File: src/rtl/bcd_conv_arbiter.sv
// Round-robin arbiter sharing one bin2bcd converter among NREQ requesters.
// Optional build macro BCD_BLANK_EN blanks leading zero digits with 4'hF.
module bcd_conv_arbiter #(
    parameter int NREQ        = 2,
    parameter int W           = 16,
    parameter int CONV_CYCLES = 18
) (
    input  logic              clk,
    input  logic              rst,
    input  logic [NREQ-1:0]   req,
    input  logic [NREQ*W-1:0] req_val,
    output logic [NREQ-1:0]   gnt,
    output logic [W-1:0]      conv_in,
    output logic              strt_bcd,
    input  logic [3:0]        bcd_ones,
    input  logic [3:0]        bcd_tens,
    input  logic [3:0]        bcd_hundreds,
    input  logic [3:0]        bcd_thousands,
    output logic [NREQ-1:0]   done,
    output logic [15:0]       digits_out,
    output logic              ovf,
    output logic              busy
);

    localparam int PW = (NREQ > 1) ? $clog2(NREQ) : 1;
    localparam int CW = $clog2(CONV_CYCLES + 1);

    typedef enum logic [1:0] {
        IDLE,
        START,
        WAIT,
        CAPTURE
    } state_t;

    state_t            state_q, state_d;
    logic [PW-1:0]     ptr_q, ptr_d;
    logic [PW-1:0]     own_q, own_d;
    logic              oor_q, oor_d;
    logic [CW-1:0]     cnt_q, cnt_d;
    logic [NREQ-1:0]   gnt_q, gnt_d;
    logic [W-1:0]      conv_q, conv_d;
    logic              strt_q, strt_d;
    logic [NREQ-1:0]   done_q, done_d;
    logic [15:0]       dig_q, dig_d;
    logic              ovf_q, ovf_d;
    logic              busy_q, busy_d;

    logic              found;
    logic [PW-1:0]     sel_idx;
    logic [PW-1:0]     idx_v;
    logic [W-1:0]      sel_val;
    logic              sel_oor;
    logic [15:0]       raw;
    logic [15:0]       cap;

    // Search starts just after the last owner so every requester gets a turn.
    always_comb begin
        found   = 1'b0;
        sel_idx = '0;
        idx_v   = '0;
        for (int k = 1; k <= NREQ; k++) begin
            idx_v = PW'((int'(ptr_q) + k) % NREQ);
            if (!found && req[idx_v]) begin
                found   = 1'b1;
                sel_idx = idx_v;
            end
        end
    end

    assign sel_val = req_val[int'(sel_idx)*W +: W];
    assign sel_oor = (32'(sel_val) > 32'd9999);
    assign raw     = {bcd_thousands, bcd_hundreds, bcd_tens, bcd_ones};

`ifdef BCD_BLANK_EN
    always_comb begin
        cap = raw;
        if (raw[15:12] == 4'h0) begin
            cap[15:12] = 4'hF;
            if (raw[11:8] == 4'h0) begin
                cap[11:8] = 4'hF;
                if (raw[7:4] == 4'h0) begin
                    cap[7:4] = 4'hF;
                end
            end
        end
    end
`else
    assign cap = raw;
`endif

    always_comb begin
        state_d = state_q;
        ptr_d   = ptr_q;
        own_d   = own_q;
        oor_d   = oor_q;
        cnt_d   = cnt_q;
        gnt_d   = '0;
        conv_d  = conv_q;
        strt_d  = 1'b0;
        done_d  = '0;
        dig_d   = dig_q;
        ovf_d   = ovf_q;
        unique case (state_q)
            IDLE: begin
                if (found) begin
                    state_d        = START;
                    own_d          = sel_idx;
                    oor_d          = sel_oor;
                    conv_d         = sel_val;
                    gnt_d[sel_idx] = 1'b1;
                    strt_d         = !sel_oor;
                end
            end
            START: begin
                ptr_d = own_q;
                if (oor_q) begin
                    state_d = CAPTURE;
                end else begin
                    state_d = WAIT;
                    cnt_d   = CW'(CONV_CYCLES - 1);
                end
            end
            WAIT: begin
                if (cnt_q == '0) begin
                    state_d = CAPTURE;
                end else begin
                    cnt_d = cnt_q - 1'b1;
                end
            end
            CAPTURE: begin
                state_d       = IDLE;
                done_d[own_q] = 1'b1;
                if (oor_q) begin
                    dig_d = 16'h9999;
                    ovf_d = 1'b1;
                end else begin
                    dig_d = cap;
                    ovf_d = 1'b0;
                end
            end
            default: state_d = IDLE;
        endcase
        busy_d = (state_d != IDLE);
    end

    always_ff @(posedge clk or negedge rst) begin
        if (!rst) begin
            state_q <= IDLE;
            ptr_q   <= PW'(NREQ - 1);
            own_q   <= '0;
            oor_q   <= 1'b0;
            cnt_q   <= '0;
            gnt_q   <= '0;
            conv_q  <= '0;
            strt_q  <= 1'b0;
            done_q  <= '0;
            dig_q   <= '0;
            ovf_q   <= 1'b0;
            busy_q  <= 1'b0;
        end else begin
            state_q <= state_d;
            ptr_q   <= ptr_d;
            own_q   <= own_d;
            oor_q   <= oor_d;
            cnt_q   <= cnt_d;
            gnt_q   <= gnt_d;
            conv_q  <= conv_d;
            strt_q  <= strt_d;
            done_q  <= done_d;
            dig_q   <= dig_d;
            ovf_q   <= ovf_d;
            busy_q  <= busy_d;
        end
    end

    assign gnt        = gnt_q;
    assign conv_in    = conv_q;
    assign strt_bcd   = strt_q;
    assign done       = done_q;
    assign digits_out = dig_q;
    assign ovf        = ovf_q;
    assign busy       = busy_q;

endmodule
File: config.mk
export PLATFORM = sky130hd
export DESIGN_NAME = bcd_conv_arbiter
export DESIGN_NICKNAME = d
export VERILOG_FILES = /design/src/rtl/bcd_conv_arbiter.sv
export SDC_FILE = /design/constraint.sdc
export NUM_CORES = 1
export LEC_CHECK = 0
export BUFFER_PORTS_ARGS = -buffer_cell sky130_fd_sc_hd__buf_2
export CORE_ASPECT_RATIO = 0.6
export CORE_MARGIN = 3
export CORE_UTILIZATION = 48
export DETAILED_ROUTE_END_ITERATION = 7
export PLACE_DENSITY = 0.85
export SETUP_SLACK_MARGIN = 0.1
export SLEW_MARGIN = 5
export SYNTH_ARGS = -nofsm -noshare
export SYNTH_HDL_FRONTEND = slang
export SYNTH_SLANG_ARGS = --single-unit
File: constraint.sdc
create_clock -name clk -period 2.2 [get_ports clk]
set_input_delay 0.22 -clock clk [delete_from_list [all_inputs] [get_ports clk]]
set_output_delay 0.22 -clock clk [all_outputs]
set_load 0.01 [all_outputs]
# Word level (Yosys, flattened, before mapping)
# Cells that the tools add are included.
[totals]
ram_bits = 0
mem_bits_ro = 0
latch_bits = 0
output_inout_bits = 39
word_cells = 65
in_bits = 52
n_memories = 0
regBits = 49
[classes]
n_eq_ne = 5
muxes = 26
div = 0
reduce_logical = 11
addsub = 3
n_shift = 1
bitwise_logic = 0
magnitude_cmp = 7
n_mul = 0
[op_table]
columns = ["operator", "n"]
rows = [
  ["32-bit by 6-bit indexed part select with 16-bit output", 1],
  ["16-bit by 14-bit greater-than comparator with 1-bit output (second input constant)", 1],
  ["16-bit two-way mux", 1],
  ["1-bit two-way mux", 14],
  ["2-bit two-way mux", 5],
  ["5-bit two-way mux", 2],
  ["5-bit one-hot mux with 2 select lines", 1],
  ["1-bit by 2-bit < comparator with 1-bit output (second input constant)", 4],
  ["2-bit one-hot mux with 4 select lines", 1],
  ["5-bit zero test", 1],
  ["5-bit by 1-bit subtractor with 5-bit output (second input constant)", 1],
  ["2-bit equality test (second input constant)", 2],
  ["2-bit inequality test (second input constant)", 2],
  ["2-bit nonzero test", 2],
  ["1-bit logical AND", 3],
  ["3-bit AND reduction", 1],
  ["1-bit adder (second input constant)", 2],
  ["1-bit demux with 1-bit select", 2],
  ["2-bit by 1-bit equality test with 1-bit output (second input constant)", 1],
  ["1-bit greater-or-equal comparator (second input constant)", 2],
  ["1-bit zero test", 2],
  ["2-bit zero test", 1],
  ["2-bit AND reduction", 1],
]

# Depth between registers and ports, before layout
# Gate-level depths: netlist of run 1.
[logic_depth]
word_depth = 13
mapped_depth = 7
mapped_depth_nobuf = 6

# Least setup slack after synthesis of run 1
# OpenSTA, ideal clock, no wires.
[synth_timing]
kind = "register -> register"
from = "register cnt_q[0]"
to = "register cnt_q[0]"
path_buffers = 0
setup_ns = 0.094
period_less_slack_ns = 1.598
slack_ns = 0.602
stages_incl_launch_ff = 7
required_ns = 2.106
arrival_ns = 1.504
cell_sequence = "dfrtp_1 -> inv_1 -> ha_1 -> or4b_4 -> nand3_1 -> o21ai_0 -> a221oi_2"
[synth_via]
elab_chain_len = 3
[synth_rtl]
columns = ["item", "line_no", "rtl"]
rows = [
  ["start: declaration", "39", "logic [CW-1:0] cnt_q, cnt_d;"],
  ["start signal: assignment", "165", "cnt_q <= cnt_d;"],
  ["5-bit by 1-bit subtractor with 5-bit output or 5-bit zero test (tied branches)", "127, 124", ""],
  ["5-bit two-way mux or 2-bit inequality test (tied branches)", "--", ""],
  ["5-bit one-hot mux with 2 select lines or 3-bit AND reduction (tied branches)", "--", ""],
]
# Several ways; a longest one is shown, not always the timed one. The select of a mux whose other input is x is not followed.
# A chain may end at the register's enable or synchronous reset.

# Worst setup path in the final report of run 1
[layout_timing]
from = "register state_q[1]"
to = "register cnt_q[4]"
[layout_via]
elab_chain_len = 3
[layout_rtl]
columns = ["item", "line_no", "rtl"]
rows = [
  ["start: declaration", "35", "state_t state_q, state_d;"],
  ["start signal: assignment", "161", "state_q <= state_d;"],
  ["2-bit equality test or 2-bit by 1-bit equality test with 1-bit output (tied branches)", "103", "unique case (state_q)"],
  ["2-bit inequality test (no line) or 2-bit nonzero test (tied branches)", "--", ""],
  ["3-bit AND reduction (no line)", "--", ""],
]
# Several ways; a longest one is shown, not always the timed one.

==> results of run 1 <==
[sequential cells by signal, indices dropped and copies added, names as in the netlist]
signal,count
busy,1
cnt_q,5
conv_in,16
digits_out,16
done,2
gnt,2
oor_q,1
ovf,1
own_q,1
ptr_q,1
state_q,2
strt_bcd,1
[area by class of cell]
type / count / area [um2]
well taps: 60 / 75.07
multi-input cells: 139 / 942.2
fillers: 338 / 1409
clock buffers: 6 / 72.57
inverters: 14 / 52.55
clock inverters: 2 / 10.01
repair buffers: 98 / 513.0
flip-flops and latches: 49 / 1227
[kinds of logic (layout without fill, tap and decap cells)]
group	after synthesis	in the layout	share of synthesized area
flops	49	49	0.5441
fa+ha+maj	6	6	0.03328
mux	21	21	0.09595
compound gates	54	54	0.1570
xor+xnor	1	1	0.003883
simple gates	57	57	0.1259
buf+inv	23	120	0.03993
[where the power goes]
group / leakage [nW] / total, mW / switching, mW / internal (mW)
sequential: 0.583 / 1.59 / 0.266 / 1.32
combinational: 0.793 / 1.66 / 0.920 / 0.742
clock: 0.0450 / 0.504 / 0.284 / 0.221
[metrics by stage]
step	hold WS, ns	worst slack (ns)	power (mW)
after floorplan	-0.07559	0.6023	2.595
after global placement	0.1442	0.5387	3.196
after detailed placement	0.1481	0.4028	3.274
after CTS	0.1173	0.4007	3.784
after global routing	0.1212	0.2392	4.063
final	0.1240	0.4275	3.753
[Yosys cell counts, types with 2 or more instances]
master | instances | area, um2
nor4_1 | 2 | 12.51
ha_1 | 6 | 75.07
and2_1 | 3 | 18.77
mux2_2 | 5 | 56.30
nor2b_1 | 3 | 18.77
clkbuf_1 | 6 | 22.52
a21oi_1 | 4 | 20.02
mux2i_1 | 16 | 160.2
o22a_1 | 8 | 70.07
a21o_1 | 2 | 15.01
nand2_1 | 27 | 101.4
nor2_1 | 7 | 26.28
nor3_1 | 2 | 10.01
o21ai_0 | 28 | 140.1
nand3_1 | 4 | 20.02
dfrtp_1 | 48 | 1201
inv_1 | 14 | 52.55
buf_2 | 3 | 15.01
and3_1 | 3 | 18.77
[worst max-delay path by stage]
stage                     endpoint  slack (ns)
after floorplan           cnt_q[0]        0.60
after global placement    cnt_q[0]        0.54
after detailed placement  cnt_q[4]        0.40
after CTS                 cnt_q[4]        0.40
after global routing      cnt_q[4]        0.24
final                     cnt_q[4]        0.43
[routing by layer]
layer	routed length (um)	GRT usage
met1	2501	0.2736
met2	2399	0.3337
met3	434	0.05457
met4	80	0.08008
met5	0	0
[repair_timing]
item | 4_1_cts | 5_1_grt
hold endpoints to repair | 14 | 0
resized for setup | 0 | 0
hold buffers | 1 | 0
==> results.cfg, run 1 <==
[place]
portBuffers = 90
dp_cells = 359
place.gp.congestion = 0.8576
place_hpwl_um = 4234
place_area_um2 = 2800

[cells_and_area]
layout_common_cells = buf_2, dfrtp_1, o21ai_0
instances_no_fill = 368
nets = 365
drive_gt1_frac = 0.3799
fin_util = 0.6725
diodes = 0
finalInstanceArea_um2 = 2893
layout_commonest_cell = buf_2
area_delta_synth_final_pct = 28.23

[clocking]
htreeDepth = 2
ctsRootBufferMaster = clkbuf_8
clockBufferDepth = 2
clock_latency_ns = 0.30
cts_sinks = 49
cts_tree = yes
postCtsSetupBuffers = 0
clkTransAtPathRegs_ns = 0.08
cts_buffers = 5

[critical_path]
path_max_fanout = 9
endpoint_kind = register
cp_top_family = compound AO/OA/AOI/OAI gates
crit_chain = inv_1 > ha_1 > o21ai_0 > a211oi_1 > and3_1 > o21ai_0
slowest_stage = dfrtp_1
path_class = register to register
r2r-start = state_q[1]
cp.depth = 6
reg2reg_slack_ns = 0.43
crit_top_cell = o21ai_0
arrival_ns = 1.95
critPathMaxStageDelay_ns = 0.41
startpoint_type = register
worstPathRequired_ns = 2.38
startpoint = state_q[1]
cp.buffers_inverters = 1
r2r_cells = 6
rr_endpoint = cnt_q[4]

[floorplanning]
start_util = 0.5244
row_count = 18
die_y_um = 59.10
die-width_um = 94.51
dieArea_um2 = 5585
ios = 91
core_um2 = 4302

[power_and_ir_drop]
peakVddDrop_v = 0.0008050
power.density_nw_per_um2 = 1297
p_leak_nw = 1.421

[timing]
setup_violations = 0
fin_worst_skew_ns = 0.002269
rsz0062_at_grt = false
hold_viol_final = 0
fin_crit_sh = 0.8057
fmax_mhz = 564.2
fin_crit_ns = 1.772
worst_pin_slew_ns = 0.6611
final_max_slew_viol_count = 0
relSlewSlack = 0.5592
tns_ns = 0

[run_status]
status = completed

[global_route]
grt_pass1_vias = 1879
gr-total-overflow = 0
antenna_found_initial = 0
grt_usage = 0.2075
grt_max_degree = 20
grt_pass1_wl_um = 8825

[worst_hold_path]
worstHoldStart = bcd_thousands[0]
hold_depth = 2
hold_end = digits_out[12]
hold_class = input pin to register

[yosys]
async_flop_share = 1.000
yosysSeqAreaShare = 0.5441
synthCells = 211
yosys_warnings = 0
synthesis.nets = 269
syn_area_um2 = 2256
synth_seq_cells = 49
ys_types = 39
synth_edf_count = 0
ys.flop_type = dfrtp_1
avgSynthCellArea_um2 = 10.69

[drt]
wirelength_um = 5416
wl_per_cell_um = 14.72
drt_first_pass_iters = 4
drtAntennaViolNets = 0
route.detailed.drc = 0
via_count = 1907
viasPerCell = 5.182
drt-initial-drc-count = 71

[run]
drv_cap = 0
Note: power is estimated with default switching activity, not from simulation.
==> inputs of run 2 (changes only) <==
Settings changed: CORE_UTILIZATION 48 to 43, PLACE_DENSITY 0.85 to 0.81.
Clock period 2.2 ns to 1.55 ns, I/O delays scaled along.
==> run 2 against run 1 <==
The run now ends with setup timing left. Fmax is 12% higher. Combinational power is 72% higher. Total power grew 61%. First-iteration DRC count down 32%. Utilization down 1.7 points. Clock skew is 0.0023 ns higher. Clock power grew 87%. Global-route usage decreased by 2.4 points. Hold slack worse by 0.063 ns. Sequential cell count unchanged. Largest cell class unchanged.
==> results.cfg, run 2 (synthesis gave the netlist of run 1 again) <==
[critical_path]
path_class = register to register
arrival_ns = 1.82
path_max_fanout = 6
endpoint_kind = register
startpoint_type = register
worstPathRequired_ns = 1.79

[clocking]
clockBufferDepth = 2
cts_tree = yes
clock_latency_ns = 0.30
cts_buffers = 5
ctsRootBufferMaster = clkbuf_8
clkTransAtPathRegs_ns = 0.08
cts_sinks = 49
htreeDepth = 2

[drt]
drtAntennaViolNets = 0
viasPerCell = 5.042
via_count = 1936
wl_per_cell_um = 14.58
wirelength_um = 5598
drt-initial-drc-count = 48
route.detailed.drc = 0
drt_first_pass_iters = 4

[floorplanning]
core_um2 = 4802
die_y_um = 62.11
die-width_um = 99.51
start_util = 0.4698
ios = 91
row_count = 19
dieArea_um2 = 6180

[cells_and_area]
drive_gt1_frac = 0.4611
layout_commonest_cell = buf_2
multi_input_area_um2 = 1046
finalInstanceArea_um2 = 3149
area_delta_synth_final_pct = 39.60
nets = 378
register_area_um2 = 1229
diodes = 0
fillers = 398
layout_common_cells = buf_2, dfrtp_1, nand2_1
fin_util = 0.6558

[place]
place_hpwl_um = 4316
place.gp.congestion = 0.8496
place_area_um2 = 2907
dpl_worst_slack_ns = -0.04376
portBuffers = 90

[power_and_ir_drop]
p_leak_nw = 1.520
power.density_nw_per_um2 = 1923
peakVddDrop_v = 0.001090
finalPower_mw = 6.057

[run_status]
status = complete, but fails checks
violations = setup timing

[worst_hold_path]
hold_class = input pin to register

[timing]
fin_crit_ns = 1.579
relSlewSlack = 0.7116
fin_worst_skew_ns = 0.004588
fmax_mhz = 633.4
rsz0062_at_grt = true
final_max_slew_viol_count = 0
hold_viol_final = 0
tns_ns = -0.05394
setup_ws_ns = -0.02886
fin_crit_sh = 1.019
setup_violations = 3
worst_pin_slew_ns = 0.4326

[global_route]
grt_pass1_wl_um = 9121
grt_max_degree = 24
antenna_found_initial = 0
gr-total-overflow = 0
grt_pass1_vias = 1942
grt_usage = 0.1830

[run]
drv_cap = 0
## run 2: through the flow
step | cells | hold WS (ns)
finish | 384 | 0.06061
global route | 384 | 0.06569
CTS | 383 | 0.05402
detailed placement | 373 | 0.1146
global placement | 373 | 0.1104
floorplan | 211 | -0.1406
## run 2: final timing paths
kind	start	end	slack (ns)	depth (start not counted)
worst max-delay path	cnt_q[1]	busy	-0.03	6
worst min-delay path	bcd_ones[0]	digits_out[0]	0.06	2
worst max register to register	cnt_q[1]	busy	-0.03	6
worst min register to register	own_q	done[0]	0.48	1
max in group asynchronous	rst	digits_out[13]	0.74	3
min in group asynchronous	rst	strt_bcd	0.32	2
## run 2: timing repair
item	in CTS	in global routing
gates resized for setup	16	12
gates cloned	0	0
hold endpoints to repair	14	0
hold buffers	1	0
setup endpoints to repair	10	27
pin swaps	4	5
buffers inserted	1	1
## run 2: cell type report
type | count | area share
sequential | 49 | 0.3901
multi-input combinational | 139 | 0.3321
timing repair buffer | 111 | 0.1990
clock buffer | 7 | 0.02741
tap | 63 | 0.02503
inverter | 14 | 0.01669
clock inverter | 1 | 0.009535
## run 2: routing by layer
| layer | track usage | part of all wire | wire, um |
|---|---|---|---|
| met1 | 0.2616 | 0.48 | 2715 |
| met4 | 0.05111 | 0.0098 | 55 |
| met2 | 0.2726 | 0.43 | 2416 |
| met5 | 0 | 0 | 0 |
| met3 | 0.05257 | 0.074 | 412 |
## run 2: worst max-delay path: stages (launching register included)
cell     delay [ns]
dfrtp_1        0.40
inv_2          0.09
ha_4           0.12
or4b_4         0.51
a22oi_2        0.15
o32a_2         0.16
or2_1          0.10
## run 2: power by group
group | total [mW] | internal, mW | switching [mW]
Sequential | 2.25 | 1.88 | 0.376
Combinational | 2.86 | 1.37 | 1.49
Clock | 0.942 | 0.526 | 0.416
Total | 6.06 | 3.77 | 2.28
==> inputs of run 3 (changes only) <==
Settings changed: BUFFER_PORTS_ARGS -buffer_cell sky130_fd_sc_hd__buf_2 to default, CAP_MARGIN from default to 10, CORE_UTILIZATION 43 to 55, DONT_BUFFER_PORTS from default to 1, PLACE_DENSITY 0.81 to 0.79.
==> run 3 against run 2 <==
The flow still finishes with violations (setup timing). Non-clock buffer count decreased by 74. Via count decreased by 8.3%. Cell count decreased by 23%. Fmax decreased by 4.4%. Combinational power decreased by 20%.
==> results.cfg, run 3 (synthesis gave the netlist of run 1 again) <==
[critical_path]
startpoint = cnt_q[1]
r2r_cells = 5
r2r-start = cnt_q[1]
path_class = register to register
cp-endpoint = cnt_q[0]
worstPathRequired_ns = 1.75
arrival_ns = 1.85
startpoint_type = register
path_max_fanout = 6
endpoint_kind = register
rr_endpoint = cnt_q[0]
reg2reg_slack_ns = -0.10

[cells_and_area]
nets = 304
fillers = 224
drive_gt1_frac = 0.2429
area_delta_synth_final_pct = 25.90
layout_commonest_cell = dfrtp_1
diodes = 0
layout_common_cells = dfrtp_1, nand2_1, o21ai_0

[global_route]
gr-total-overflow = 0
use_met2 = 0.3879
grt_pass1_wl_um = 8949
grt_busiest_layer = met2
grt_usage = 0.2372
use_met1 = 0.2852
antenna_found_initial = 0
use_met3 = 0.09467
grt_pass1_vias = 1828
grt_max_degree = 50

[clocking]
htreeDepth = 2
clock_latency_ns = 0.30
cts_tree = yes
cts_sinks = 49
cts_buffers = 5
clkTransAtPathRegs_ns = 0.08
ctsRootBufferMaster = clkbuf_8
clockBufferDepth = 2

[timing]
fin_crit_ns = 1.652
tns_ns = -0.2595
hold_viol_final = 0
relSlewSlack = 0.6820
fin_crit_sh = 1.066
setup_violations = 4
worst_pin_slew_ns = 0.4733
fmax_mhz = 605.4
setup_ws_ns = -0.1018
final_max_slew_viol_count = 0
fin_worst_skew_ns = 0.01149
rsz0062_at_grt = true

[place]
dpl_worst_slack_ns = -0.1029
portBuffers = 0
place_hpwl_um = 3972
place.gp.congestion = 0.8008

[run_status]
status = complete, but fails checks
violations = setup timing

[drt]
drt_first_pass_iters = 4
drt-initial-drc-count = 91
via_count = 1775
drtAntennaViolNets = 0
wl_per_cell_um = 19.27
wirelength_um = 5666
route.detailed.drc = 0
viasPerCell = 6.037

[worst_hold_path]
worstHoldStart = bcd_tens[0]
hold_class = input pin to register

[power_and_ir_drop]
power.density_nw_per_um2 = 1961
peakVddDrop_v = 0.0008847
p_leak_nw = 1.223

[run]
drv_cap = 0

[floorplanning]
dieArea_um2 = 4931
row_count = 17
ios = 91
start_util = 0.5925
die_y_um = 55.61
core_um2 = 3807
die-width_um = 88.68
[run 3: per-stage QoR]
stage	std cells	util	area, um2	hold WS [ns]	total power, mW
final	294	0.7460	2840	0.01917	5.569
after global routing	294	0.7460	2840	0.02755	5.973
after CTS	289	0.7105	2705	0.01054	5.231
after detailed placement	262	0.6267	2386	-0.1394	4.349
after global placement	262	0.6267	2386	-0.1394	4.181
after floorplan	211	-	2265	-0.1406	3.717
[run 3: worst min path at each step]
| stage | end | slack, ns | cells after the start |
|---|---|---|---|
| finish | digits_out[4] | 0.02 | 1 |
| global route | digits_out[4] | 0.03 | 1 |
| CTS | digits_out[4] | 0.01 | 1 |
| detailed placement | gnt[0] | -0.14 | 0 |
| global placement | gnt[0] | -0.14 | 0 |
| floorplan | busy | -0.14 | 0 |
[run 3: power breakdown]
group          internal (mW)  switching [mW]  leakage [nW]
Clock                  0.317           0.398        0.0422
Sequential              1.88           0.690         0.583
Combinational           1.12            1.17         0.597
[run 3: timing repair]
action / 4_1_cts / 5_1_grt
setup buffers: 2 / 7
pin swaps: 8 / 7
endpoints found under the hold margin: 64 / 0
endpoints found under the setup margin: 10 / 33
gates resized for setup: 9 / 27
hold buffers: 17 / 0
[run 3: critical path: stages, from the launching register on]
cell      delay [ns]
dfrtp_1         0.39
inv_2           0.12
ha_4            0.15
or4b_4          0.52
and3_1          0.21
a221oi_2        0.18
[run 3: cell type report]
cell class                      count  area, um2  area share
Multi-Input combinational cell    139       1067      0.3758
Inverter                           14      52.55     0.01850
Tap cell                           47      58.81     0.02070
Clock buffer                        7      76.32     0.02687
Timing Repair Buffer               37      352.8      0.1242
Sequential cell                    49       1227      0.4322
Clock inverter                      1      5.005    0.001762
[run 3: metal layers]
metal  vias to the layer above  part of all wire
li1                        808                 -
met1                       852              0.41
met2                       101              0.46
met3                        14              0.10
met4                         0             0.021
met5                         -                 0
